`config.mk`:
```
export PLATFORM = sky130hd
export DESIGN_NAME = power_multi_switch
export DESIGN_NICKNAME = d
export VERILOG_FILES = /design/src/rtl/power_multi_switch.sv
export SDC_FILE = /design/constraint.sdc
export NUM_CORES = 1
export LEC_CHECK = 0
export CORE_ASPECT_RATIO = 0.8
export CORE_MARGIN = 3
export CORE_UTILIZATION = 50
export CTS_CLUSTER_SIZE = 28
export DETAILED_ROUTE_END_ITERATION = 8
export PLACE_DENSITY = 0.73
export SETUP_SLACK_MARGIN = 0.2
export SLEW_MARGIN = 40
export SYNTH_ARGS = -nofsm -noshare
export SYNTH_HDL_FRONTEND = slang
export SYNTH_SLANG_ARGS = --single-unit
```
`constraint.sdc`:
```
create_clock -name clock -period 2.45 [get_ports clock]
set_input_delay 0.3675 -clock clock [delete_from_list [all_inputs] [get_ports clock]]
set_output_delay 0.3675 -clock clock [all_outputs]
set_load 0.05 [all_outputs]
```
`src/rtl/power_multi_switch.sv`:
```
// Power-domain switch controller: sequences NUM_STAGES switch segments on/off with settle delays.
// Optional ack-timeout supervision is enabled by defining POWER_SWITCH_TIMEOUT_EN.
module power_multi_switch #(
    parameter int NUM_STAGES     = 4,
    parameter int SETTLE_CYCLES  = 8,
    parameter int CNT_W          = (SETTLE_CYCLES > 0) ? $clog2(SETTLE_CYCLES + 1) : 1,
    parameter int TIMEOUT_CYCLES = 256
) (
    input  logic                  clock,
    input  logic                  async_reset,
    output logic                  parent_request,
    input  logic                  parent_ready,
    input  logic                  parent_silent,
    input  logic                  parent_starting,
    input  logic                  parent_stopping,
    input  logic                  child_request,
    output logic                  child_ready,
    output logic                  child_silent,
    output logic                  child_starting,
    output logic                  child_stopping,
    output logic [NUM_STAGES-1:0] switch_enb,
    input  logic [NUM_STAGES-1:0] switch_ack,
    output logic                  switch_fault
);

    localparam int IDX_W = (NUM_STAGES > 1) ? $clog2(NUM_STAGES) : 1;

    typedef enum logic [2:0] {
        ST_SILENT      = 3'd0,
        ST_WAIT_PARENT = 3'd1,
        ST_ON_STAGE    = 3'd2,
        ST_ON_SETTLE   = 3'd3,
        ST_READY       = 3'd4,
        ST_OFF_STAGE   = 3'd5,
        ST_OFF_SETTLE  = 3'd6,
        ST_RELEASE     = 3'd7
    } state_t;

    state_t                state_r;
    logic [IDX_W-1:0]      idx_r;
    logic [CNT_W-1:0]      cnt_r;
    logic [NUM_STAGES-1:0] enb_r;
    logic [4:0]            status_r;  // {parent_request, ready, silent, starting, stopping}

    logic                  abort_s;
    state_t                abort_state_s;
    logic [IDX_W-1:0]      abort_idx_s;
    logic [IDX_W-1:0]      idx_inc_s;
    logic [IDX_W-1:0]      idx_dec_s;
    logic                  settle_done_s;
    logic                  timeout_s;
    logic                  fault_s;
    logic                  unused_parent_status_s;

    function automatic logic [4:0] status_of(input state_t s);
        case (s)
            ST_SILENT:                                status_of = 5'b0_0100;
            ST_WAIT_PARENT, ST_ON_STAGE, ST_ON_SETTLE: status_of = 5'b1_0010;
            ST_READY:                                 status_of = 5'b1_1000;
            ST_OFF_STAGE, ST_OFF_SETTLE:              status_of = 5'b1_0001;
            ST_RELEASE:                               status_of = 5'b0_0001;
            default:                                  status_of = 5'b0_0100;
        endcase
    endfunction

    assign unused_parent_status_s = parent_starting ^ parent_stopping;

    // Abort target: unwind from the highest segment that is actually enabled.
    always_comb begin
        abort_s       = !child_request || !parent_ready;
        idx_inc_s     = idx_r + IDX_W'(1);
        idx_dec_s     = idx_r - IDX_W'(1);
        settle_done_s = (cnt_r <= CNT_W'(1));
        if (enb_r[idx_r]) begin
            abort_state_s = ST_OFF_STAGE;
            abort_idx_s   = idx_r;
        end else if (idx_r != IDX_W'(0)) begin
            abort_state_s = ST_OFF_STAGE;
            abort_idx_s   = idx_dec_s;
        end else begin
            abort_state_s = ST_RELEASE;
            abort_idx_s   = idx_r;
        end
    end

`ifdef POWER_SWITCH_TIMEOUT_EN
    localparam int WAIT_W = (TIMEOUT_CYCLES > 1) ? $clog2(TIMEOUT_CYCLES) : 1;

    logic [WAIT_W-1:0] wait_r;
    logic              fault_r;
    logic              wait_full_s;
    logic              stage_hold_s;

    // Timeout fires only while the expected ack level is still missing.
    always_comb begin
        wait_full_s = (wait_r == WAIT_W'(TIMEOUT_CYCLES - 1));
        case (state_r)
            ST_ON_STAGE: begin
                timeout_s    = wait_full_s && !switch_ack[idx_r];
                stage_hold_s = !abort_s && !switch_ack[idx_r] && !timeout_s;
            end
            ST_OFF_STAGE: begin
                timeout_s    = wait_full_s && switch_ack[idx_r];
                stage_hold_s = switch_ack[idx_r] && !timeout_s;
            end
            default: begin
                timeout_s    = 1'b0;
                stage_hold_s = 1'b0;
            end
        endcase
    end

    // Ack wait counter and sticky fault flag.
    always_ff @(posedge clock or posedge async_reset) begin
        if (async_reset) begin
            wait_r  <= '0;
            fault_r <= 1'b0;
        end else begin
            wait_r <= stage_hold_s ? (wait_r + WAIT_W'(1)) : '0;
            if (timeout_s) begin
                fault_r <= 1'b1;
            end
        end
    end

    assign fault_s      = fault_r;
    assign switch_fault = fault_r;
`else
    localparam int unused_timeout_cycles = TIMEOUT_CYCLES;

    assign timeout_s    = 1'b0;
    assign fault_s      = 1'b0;
    assign switch_fault = 1'b0;
`endif

    // Sequencing FSM; every output is registered alongside the state it belongs to.
    always_ff @(posedge clock or posedge async_reset) begin
        if (async_reset) begin
            state_r  <= ST_SILENT;
            idx_r    <= '0;
            cnt_r    <= '0;
            enb_r    <= '0;
            status_r <= status_of(ST_SILENT);
        end else begin
            case (state_r)
                ST_SILENT: begin
                    if (child_request && !fault_s) begin
                        state_r  <= ST_WAIT_PARENT;
                        status_r <= status_of(ST_WAIT_PARENT);
                    end
                end
                ST_WAIT_PARENT: begin
                    if (!child_request) begin
                        state_r  <= ST_RELEASE;
                        status_r <= status_of(ST_RELEASE);
                    end else if (parent_ready) begin
                        state_r  <= ST_ON_STAGE;
                        status_r <= status_of(ST_ON_STAGE);
                        idx_r    <= '0;
                        enb_r[0] <= 1'b1;
                    end
                end
                ST_ON_STAGE: begin
                    if (abort_s || timeout_s) begin
                        state_r            <= abort_state_s;
                        status_r           <= status_of(abort_state_s);
                        idx_r              <= abort_idx_s;
                        enb_r[abort_idx_s] <= 1'b0;
                    end else if (switch_ack[idx_r]) begin
                        state_r <= ST_ON_SETTLE;
                        cnt_r   <= CNT_W'(SETTLE_CYCLES);
                    end
                end
                ST_ON_SETTLE: begin
                    if (abort_s) begin
                        state_r            <= abort_state_s;
                        status_r           <= status_of(abort_state_s);
                        idx_r              <= abort_idx_s;
                        enb_r[abort_idx_s] <= 1'b0;
                    end else if (settle_done_s) begin
                        if (idx_r == IDX_W'(NUM_STAGES - 1)) begin
                            state_r  <= ST_READY;
                            status_r <= status_of(ST_READY);
                        end else begin
                            state_r          <= ST_ON_STAGE;
                            idx_r            <= idx_inc_s;
                            enb_r[idx_inc_s] <= 1'b1;
                        end
                    end else begin
                        cnt_r <= cnt_r - CNT_W'(1);
                    end
                end
                ST_READY: begin
                    if (abort_s) begin
                        state_r      <= ST_OFF_STAGE;
                        status_r     <= status_of(ST_OFF_STAGE);
                        enb_r[idx_r] <= 1'b0;
                    end
                end
                ST_OFF_STAGE: begin
                    if (!switch_ack[idx_r] || timeout_s) begin
                        state_r <= ST_OFF_SETTLE;
                        cnt_r   <= CNT_W'(SETTLE_CYCLES);
                    end
                end
                ST_OFF_SETTLE: begin
                    if (settle_done_s) begin
                        if (idx_r == IDX_W'(0)) begin
                            state_r  <= ST_RELEASE;
                            status_r <= status_of(ST_RELEASE);
                        end else begin
                            state_r          <= ST_OFF_STAGE;
                            idx_r            <= idx_dec_s;
                            enb_r[idx_dec_s] <= 1'b0;
                        end
                    end else begin
                        cnt_r <= cnt_r - CNT_W'(1);
                    end
                end
                ST_RELEASE: begin
                    if (parent_silent) begin
                        state_r  <= ST_SILENT;
                        status_r <= status_of(ST_SILENT);
                    end
                end
                default: begin
                    state_r  <= ST_SILENT;
                    status_r <= status_of(ST_SILENT);
                    idx_r    <= '0;
                    cnt_r    <= '0;
                    enb_r    <= '0;
                end
            endcase
        end
    end

    assign parent_request = status_r[4];
    assign child_ready    = status_r[3];
    assign child_silent   = status_r[2];
    assign child_starting = status_r[1];
    assign child_stopping = status_r[0];
    assign switch_enb     = enb_r;

endmodule
```
After elaboration in Yosys (flattened, before gate mapping)
Memories as Yosys holds them, arrays and structs flattened. Cells that the tools add are included. W data, S select, Z words.

Output and inout bits: 10. Memory bits (read-only): 80. Flip-flop bits (word level): 18. Word-level logic and storage cells: 142. Memories kept: 2.

Bitwise logic cells: 7. Mux-type cells: 68. Add/sub/neg operators: 3. Eq/ne operators: 26. Magnitude comparators: 9. Reductions and logical operators: 21.

Memories: (name not given) (depth 8, width 5, read ports 1, clocked after memory_dff 0, write ports 0, line 56) `case (s)`; (name not given) (depth 8, width 5, read ports 1, clocked after memory_dff 0, write ports 0, line 56).

Operators with widths (count): $mux W5 (11); $mux W4 (12); $mux W3 (13); $pmux W5 S7 (1); $ne A2 B2 Y1 const B (13); $mux W2 (12); $pmux W3 S8 (1); $pmux W4 S4 (1); $reduce_and A8 Y1 (2); $ne A3 B3 Y1 const B (5); $and A4 B4 Y4 (3); $eq A3 B3 Y1 const B (4); $lt A2 B3 Y1 const B (4); $not A4 Y4 (3); $pmux W3 S4 (1); $reduce_bool A4 Y1 (3); $reduce_and A10 Y1 (1); $reduce_and A9 Y1 (1); $demux W1 S2 (4); $ge A2 B1 Y1 const B (4); $mux W1 (8); $pmux W2 S4 (1); $reduce_and A7 Y1 (1); $reduce_bool A7 Y1 (1); other kinds (18) (24).

Longest topological paths before layout
Gate-level depths: netlist of the first run.

Word-level depth: 11. Mapped depth: 9. Mapped depth without buffers: 7.

Worst setup path after synthesis of the first run
No wires, ideal clock.

Kind: register to register. Start point: reg cnt_r[0]. End point: reg status_r[0]. Setup slack: 0.258 ns. Cell stages (with the launch flop): 9. Setup time: 0.125 ns. Arrival: 2.068 ns. Cell sequence: dfrtp_1 -> inv_1 -> ha_1 -> or2_2 -> clkbuf_1 -> nand2_1 -> a311o_1 -> a21oi_1 -> mux2_2.

Longest elaborated chain between the ends: 3.

RTL lines: from (decl) (line 41) `logic [CNT_W-1:0] cnt_r;`; from (signal assigned) (line 171) `cnt_r <= CNT_W'(SETTLE_CYCLES);`; from (signal assigned) (line 190) `cnt_r <= cnt_r - CNT_W'(1);`; from (signal assigned) (line 203) `cnt_r <= CNT_W'(SETTLE_CYCLES);`; $le A4 B1 Y1 * (line 73) `settle_done_s = (cnt_r <= CNT_W'(1));`; $ne A3 B3 Y1 (no source line) or $ne A2 B2 Y1 (tied branches); $reduce_and A10 Y1 (no source line) *; to (signal assigned) (line 143) `status_r <= status_of(ST_SILENT);`; to (signal assigned) (line 149) `status_r <= status_of(ST_WAIT_PARENT);`; to (signal assigned) (line 155) `status_r <= status_of(ST_RELEASE);`; to (decl) (line 43) `logic [4:0] status_r;`.

Every way passes the cells marked *; elsewhere a longest branch is shown, timed or not. A chain may end at the register's enable or synchronous reset.

Final worst setup path of the first run
Start point: reg cnt_r[0]. End point: reg status_r[4].

Same word-level chain as after synthesis.

==> results of run 1 <==
## critical path: cells and delay by family (launching register included)
family	cells	cell delay (ns)
buffers and inverters	2	0.23
adders and majority gates	1	0.20
and+or+nand+nor	2	0.25
muxes	1	0.33
AOI/OAI and AO/OA	2	0.59
DFF	1	0.45
## synthesized netlist by cell type (all sizes together), types with 2 or more instances
master  count  area [um2]
nand2b      4        25.0
inv        12        45.0
a21oi      16        80.1
and3        2        12.5
ha          7        87.6
nor3        2        10.0
a211o       2        17.5
a31oi       5        31.3
o22ai       6        37.5
a311oi      2        17.5
o31ai       3        22.5
a32oi       2        17.5
nand2      12        45.0
buf         6        42.5
nor4b       2        17.5
nor2b       7        43.8
a211oi      2        15.0
nand3       8        40.0
o21a        3        22.5
o21ai      12        60.1
clkbuf      9        33.8
mux2i       8        80.1
nor3b       2        15.0
o211ai      2        15.0
nand3b      2        15.0
nor2       12        45.0
o211a       2        20.0
or3         2        12.5
a21boi      3        22.5
dfrtp      17         425
and2        2        16.3
mux2        8        93.8
## what timing repair did
action | 4_1_cts | 5_1_grt
setup endpoints to repair | 1 | 15
pin swaps | 0 | 1
resized for setup | 1 | 7
buffers inserted | 0 | 2
## final timing paths
path	from	to	slack [ns]	cells after the start
min	status_r[2]$_DFFE_PP1P_	status_r[2]$_DFFE_PP1P_	0.49	2
max	cnt_r[0]$_DFFE_PP0P_	status_r[4]$_DFFE_PP0P_	0.29	8
min reg2reg	status_r[2]$_DFFE_PP1P_	status_r[2]$_DFFE_PP1P_	0.49	2
min in group asynchronous	async_reset	cnt_r[1]$_DFFE_PP0P_	0.50	2
max in group asynchronous	async_reset	state_r[2]$_DFFE_PP0P_	1.45	2
max reg2reg	cnt_r[0]$_DFFE_PP0P_	status_r[4]$_DFFE_PP0P_	0.29	8
## state kept, by name, summed over array words and instances, names as in the netlist
signal / flops
cnt_r: 4
switch_enb: 4
status_r: 5
state_r: 3
idx_r: 2
## power groups by stage
stage | clock network, mW | logic [mW] | registers (mW)
after CTS | 0.266 | 1.78 | 0.601
after floorplan | 0 | 1.19 | 0.692
after global placement | 0 | 1.72 | 0.593
after detailed placement | 0 | 1.77 | 0.604
final | 0.261 | 1.88 | 0.607
after global routing | 0.279 | 2.03 | 0.635
## logic make-up after synthesis
| family | Yosys count | synth area share [%] |
|---|---|---|
| AO/OA/AOI/OAI | 68 | 27.6 |
| AND/OR/NAND/NOR | 61 | 19.9 |
| buffers and inverters | 27 | 7.40 |
| flip-flops | 18 | 27.5 |
| multiplexers | 17 | 12.0 |
| adder cells (fa/ha/maj) | 7 | 5.34 |
| other | 1 | 0.229 |
## layout make-up
| type | count | area (um2) | area share [%] |
|---|---|---|---|
| Clock buffer | 4 | 55.1 | 2.76 |
| Tap cell | 38 | 47.5 | 2.39 |
| Multi-Input combinational cell | 154 | 1090 | 54.9 |
| Inverter | 12 | 45.0 | 2.26 |
| Timing Repair Buffer | 34 | 298 | 14.9 |
| Sequential cell | 18 | 454 | 22.8 |
## metrics by stage
| stage | hold WS [ns] | setup slack, ns | utilization [%] | instance area (um2) |
|---|---|---|---|---|
| after floorplan | 0.305 | 0.258 | - | 1640 |
| after global placement | 0.473 | 0.0595 | 64.5 | 1890 |
| after detailed placement | 0.475 | 0.0277 | 64.5 | 1890 |
| after CTS | 0.493 | 0.198 | 66.4 | 1950 |
| after global routing | 0.537 | 0.234 | 67.9 | 1990 |
| final | 0.489 | 0.289 | 67.9 | 1990 |
## routing by layer
layer  global-route usage [%]  share of wire, %  up-vias
li1                         -                 -      778
met1                     32.6                47      782
met2                     38.1                46       61
met3                     4.40               6.2        4
met4                     3.28              0.60        0
met5                        0                 0        -
==> impl_metrics.toml, run 1 <==
[timing]
worst_pin_slew_ns = 0.703
setup_viol_count_final = 0
timing.final.crit_share_pct = 88.2
rsz0062_at_grt = "false"
skew_ns = 0.00902
tns_ns = 0
slew_headroom_pct = 53.1
hold_viol = 0
post-route-min-period_ns = 2.16
timing.fmax_mhz = 463
report.final.slew_viol_count = 0

[global_route]
grt_pass1_vias = 1571
grt-ovfl-total = 0
grt.total_usage_pct = 23.1
grt_max_degree = 22
grt_pass1_wl_mm = 7.48
antenna_found_initial = 0

[clock_tree]
cts_tree = "built"
cts-root-buf = "clkbuf_8"
cts_made_buffers = 3
hold_buffers = 0
worstSkewPairLatency_ns = 0.27
clock-sinks = 18
cts.htree.levels = 1
clock_path_buffers = 2
clk_pin_slew_worst_paths_ns = 0.08

[route]
drt_iter0_drc = 127
dr.pass1.iters = 5
routed_wl_mm = 4.48
routedWlPerCell_um = 17.2
drc_errors = 0
ant_nets = 0
num_vias = 1625
vias_per_cell = 6.25

[pwr]
p_leak_nw = 0.829
switchingPower_mw = 1.35
intPower_mw = 1.40
power.total_mw = 2.75
worst_ir_drop_vdd_mv = 0.868
seqPwrFrac_pct = 22.1
pwr-share-clk_pct = 9.5
switching_share_pct = 49.2
power_frac_comb_pct = 68.4
power_density_mw_per_mm2 = 1380

[hold_path]
hp-class = "reg -> reg"

[synthesis]
syn_avg_cell_area_um2 = 8.24
ys.flop_type = "dfrtp_1"
synthCells = 199
ys_ff_latch = 18
ys_warn_count = 0
ys_types = 52
netlist_area_mm2 = 0.00164
async_reset_ff_share_pct = 100
synth.yosys.seq_area_share_pct = 27.5
syn-num-nets = 217
synth_edf_count = 0

[floorplanning]
rows = 17
die_w_um = 70.0
core_mm2 = 0.00294
initial_core_util_pct = 55.9
io_pins = 21
fp.dieArea_mm2 = 0.00401
dieHeight_um = 57.2

[worst_setup_path]
crit_path_cell_trace = "inv_1 > ha_1 > or2_4 > nand2_1 > a311o_1 > a21oi_2 > buf_4 > mux2_2"
cpMaxStageDelayCell = "dfrtp_2"
arrival_ns = 2.31
slowest_delay_ns = 0.45
cp-start-kind = "register"
worst_setup_path_end_kind = "register"
required_ns = 2.60
path_max_fanout = 5
crit_type = "reg -> reg"

[cells_and_area]
instances_no_fill = 260
nets = 241
drive_above_1_share_pct = 18.5
n_fill_cell = 256
diodes = 0
area_growth_syn_to_layout_pct = 21.5
final_cell_mix = "17 x clkdlybuf4s50_1, 17 x buf_4, 15 x a21oi_1, 15 x dfrtp_1"

[status]
run_status = "completed"

[flow_run]
max_cap_violations = 0

[placed_design]
io_buffers = 17
gp_congestion = 0.861
dp.cells = 254
place_hpwl_mm = 3.30
(Power assumes the default switching activity.)
==> run 2: changes to the inputs <==
--- a/config.mk
+++ b/config.mk
@@ -7,10 +7,9 @@
 export LEC_CHECK = 0
 export CORE_ASPECT_RATIO = 0.8
 export CORE_MARGIN = 3
-export CORE_UTILIZATION = 50
+export CORE_UTILIZATION = 31
 export CTS_CLUSTER_SIZE = 28
 export DETAILED_ROUTE_END_ITERATION = 8
-export PLACE_DENSITY = 0.73
 export SETUP_SLACK_MARGIN = 0.2
 export SLEW_MARGIN = 40
 export SYNTH_ARGS = -nofsm -noshare
==> run 2 against run 1 <==
Setup slack improved by 0.024 ns. First-iteration DRC count decreased by 1.6%. Routed wire length decreased by 1.5%. Hold slack improved by 0.0089 ns. Register-to-register slack improved by 0.02 ns. Cell count increased by 9.6%. Global-route usage decreased by 8.1 points.
==> impl_metrics.toml, run 2 (synthesized netlist as in run 1, its figures left out) <==
[status]
run_status = "completed"

[placed_design]
place_hpwl_mm = 3.23
gp_congestion = 0.851
dp.cells = 279
io_buffers = 17

[pwr]
seqPwrFrac_pct = 21.9
pwr-share-clk_pct = 9.6
intPower_mw = 1.38
switching_share_pct = 48.9
power_frac_comb_pct = 68.5
p_leak_nw = 0.833
power_density_mw_per_mm2 = 1340
switchingPower_mw = 1.32
worst_ir_drop_vdd_mv = 0.678

[floorplanning]
dieHeight_um = 71.1
rows = 23
fp.dieArea_mm2 = 0.00621
core_mm2 = 0.00506
io_pins = 21
initial_core_util_pct = 32.4
die_w_um = 87.3

[clock_tree]
clk_pin_slew_worst_paths_ns = 0.08
clock_path_buffers = 2
hold_buffers = 0
worstSkewPairLatency_ns = 0.26
cts-root-buf = "clkbuf_8"
cts_made_buffers = 3
cts.htree.levels = 1
clock-sinks = 18
cts_tree = "built"

[timing]
report.final.slew_viol_count = 0
hold_viol = 0
worst_pin_slew_ns = 0.701
tns_ns = 0
timing.final.crit_share_pct = 87.2
setup_viol_count_final = 0
post-route-min-period_ns = 2.14
timing.fmax_mhz = 468
skew_ns = 0.00551
rsz0062_at_grt = "false"
slew_headroom_pct = 53.2

[cells_and_area]
final_common_cell = "buf_4"
drive_above_1_share_pct = 18.8
area_growth_syn_to_layout_pct = 23.3
diodes = 0
multi_input_area_mm2 = 0.00109
final_cell_mix = "18 x buf_4, 17 x clkdlybuf4s50_1, 16 x dfrtp_1"
n_fill_cell = 522
instances_no_fill = 285
ff_latch_area_um2 = 453
top_register = "status_r"
nets = 242
largest_reg_flops = 5

[worst_setup_path]
path_buf_inv = 2
r2r-start = "cnt_r[1]$_DFFE_PP0P_"
worst_setup_path_end_kind = "register"
required_ns = 2.60
reg2reg_setup_slack_ns = 0.31
crit_path_cell_trace = "inv_1 > ha_2 > or2_4 > nand2_1 > a311o_1 > a21oi_2 > buf_4 > mux2_2"
r2r_end = "status_r[4]$_DFFE_PP0P_"
crit_family = "compound AO/OA/AOI/OAI gates"
cp-start-kind = "register"
slowest_delay_ns = 0.41
ff2ff_path_depth = 8
arrival_ns = 2.29
path_max_fanout = 7
crit_type = "reg -> reg"
cpMaxStageDelayCell = "a311o_1"

[hold_path]
worst_hold_path.num_cells = 2
holdPathEnd = "status_r[2]$_DFFE_PP1P_"
hp-class = "reg -> reg"
min-delay-start = "status_r[2]$_DFFE_PP1P_"

[route]
drt_iter0_drc = 125
drc_errors = 0
num_vias = 1619
ant_nets = 0
routed_wl_mm = 4.42
routedWlPerCell_um = 15.5
vias_per_cell = 5.68
dr.pass1.iters = 4

[global_route]
antenna_found_initial = 0
busiest_layer = "met1"
grt.total_usage_pct = 15.1
use_met1_pct = 22.9
grt-ovfl-total = 0
grt_max_degree = 23
grt_pass1_wl_mm = 7.69
grtUsageMet2_pct = 22.3
use_met3_pct = 3.03
grt_pass1_vias = 1616

[flow_run]
max_cap_violations = 0
-- run 2: changes by cell type in the layout (fill, tap and decap cells not counted) --
cell,before,now
ha_2,0,2
buf_4,17,18
dfrtp_1,15,16
dfrtp_2,2,1
ha_1,6,5
ha_4,1,0
-- run 2: worst min-delay path, cell delays in order, from the launching register on --
cell	delay [ns]
dfstp_2	0.37
inv_1	0.04
o21ai_0	0.08
-- run 2: worst max path at each step --
stage / start / cells after the start / endpoint / slack (ns)
after floorplan: cnt_r[0]$_DFFE_PP0P_ / 8 / status_r[0]$_DFFE_PP0P_ / 0.26
after global placement: parent_ready / 7 / status_r[3]$_DFFE_PP0P_ / 0.02
after detailed placement: parent_ready / 7 / status_r[4]$_DFFE_PP0P_ / 0.02
after CTS: cnt_r[0]$_DFFE_PP0P_ / 8 / status_r[1]$_DFFE_PP0P_ / 0.22
after global routing: cnt_r[1]$_DFFE_PP0P_ / 8 / status_r[3]$_DFFE_PP0P_ / 0.21
final: cnt_r[1]$_DFFE_PP0P_ / 8 / status_r[4]$_DFFE_PP0P_ / 0.31
-- run 2: final cells by class --
cell class | count | area share (%)
multi-input cells | 154 | 53.7
flip-flops and latches | 18 | 22.4
repair buffers | 35 | 15.1
well taps | 62 | 3.84
clock buffers | 4 | 2.72
inverters | 12 | 2.23
-- run 2: stage by stage --
| stage | power [mW] | utilization (%) | worst slack (ns) | hold slack [ns] | cell area, um2 |
|---|---|---|---|---|---|
| after floorplan | 1.89 | - | 0.258 | 0.305 | 1640 |
| after global placement | 2.36 | 38.1 | 0.0225 | 0.480 | 1930 |
| after detailed placement | 2.38 | 38.1 | 0.0214 | 0.473 | 1930 |
| after CTS | 2.66 | 39.2 | 0.223 | 0.499 | 1990 |
| after global routing | 2.94 | 39.9 | 0.210 | 0.538 | 2020 |
| final | 2.71 | 39.9 | 0.313 | 0.498 | 2020 |
-- run 2: routing by layer --
metal	vias to the layer above	routed length (um)
li1	777	-
met1	781	2140
met2	59	1930
met3	2	332
met4	0	12
met5	-	0
-- run 2: power groups by stage --
stage	Combinational, mW	Sequential (mW)	Clock, mW
after floorplan	1.19	0.692	0
after global placement	1.77	0.594	0
after detailed placement	1.78	0.595	0
after CTS	1.80	0.590	0.268
after global routing	2.04	0.621	0.279
final	1.86	0.592	0.260
-- run 2: timing repair --
| action | CTS | global route |
|---|---|---|
| hold endpoints to repair | 0 | 0 |
| buffers inserted | 0 | 2 |
| gates resized for setup | 1 | 6 |
| setup endpoints to repair | 1 | 11 |
| pin swaps | 0 | 0 |
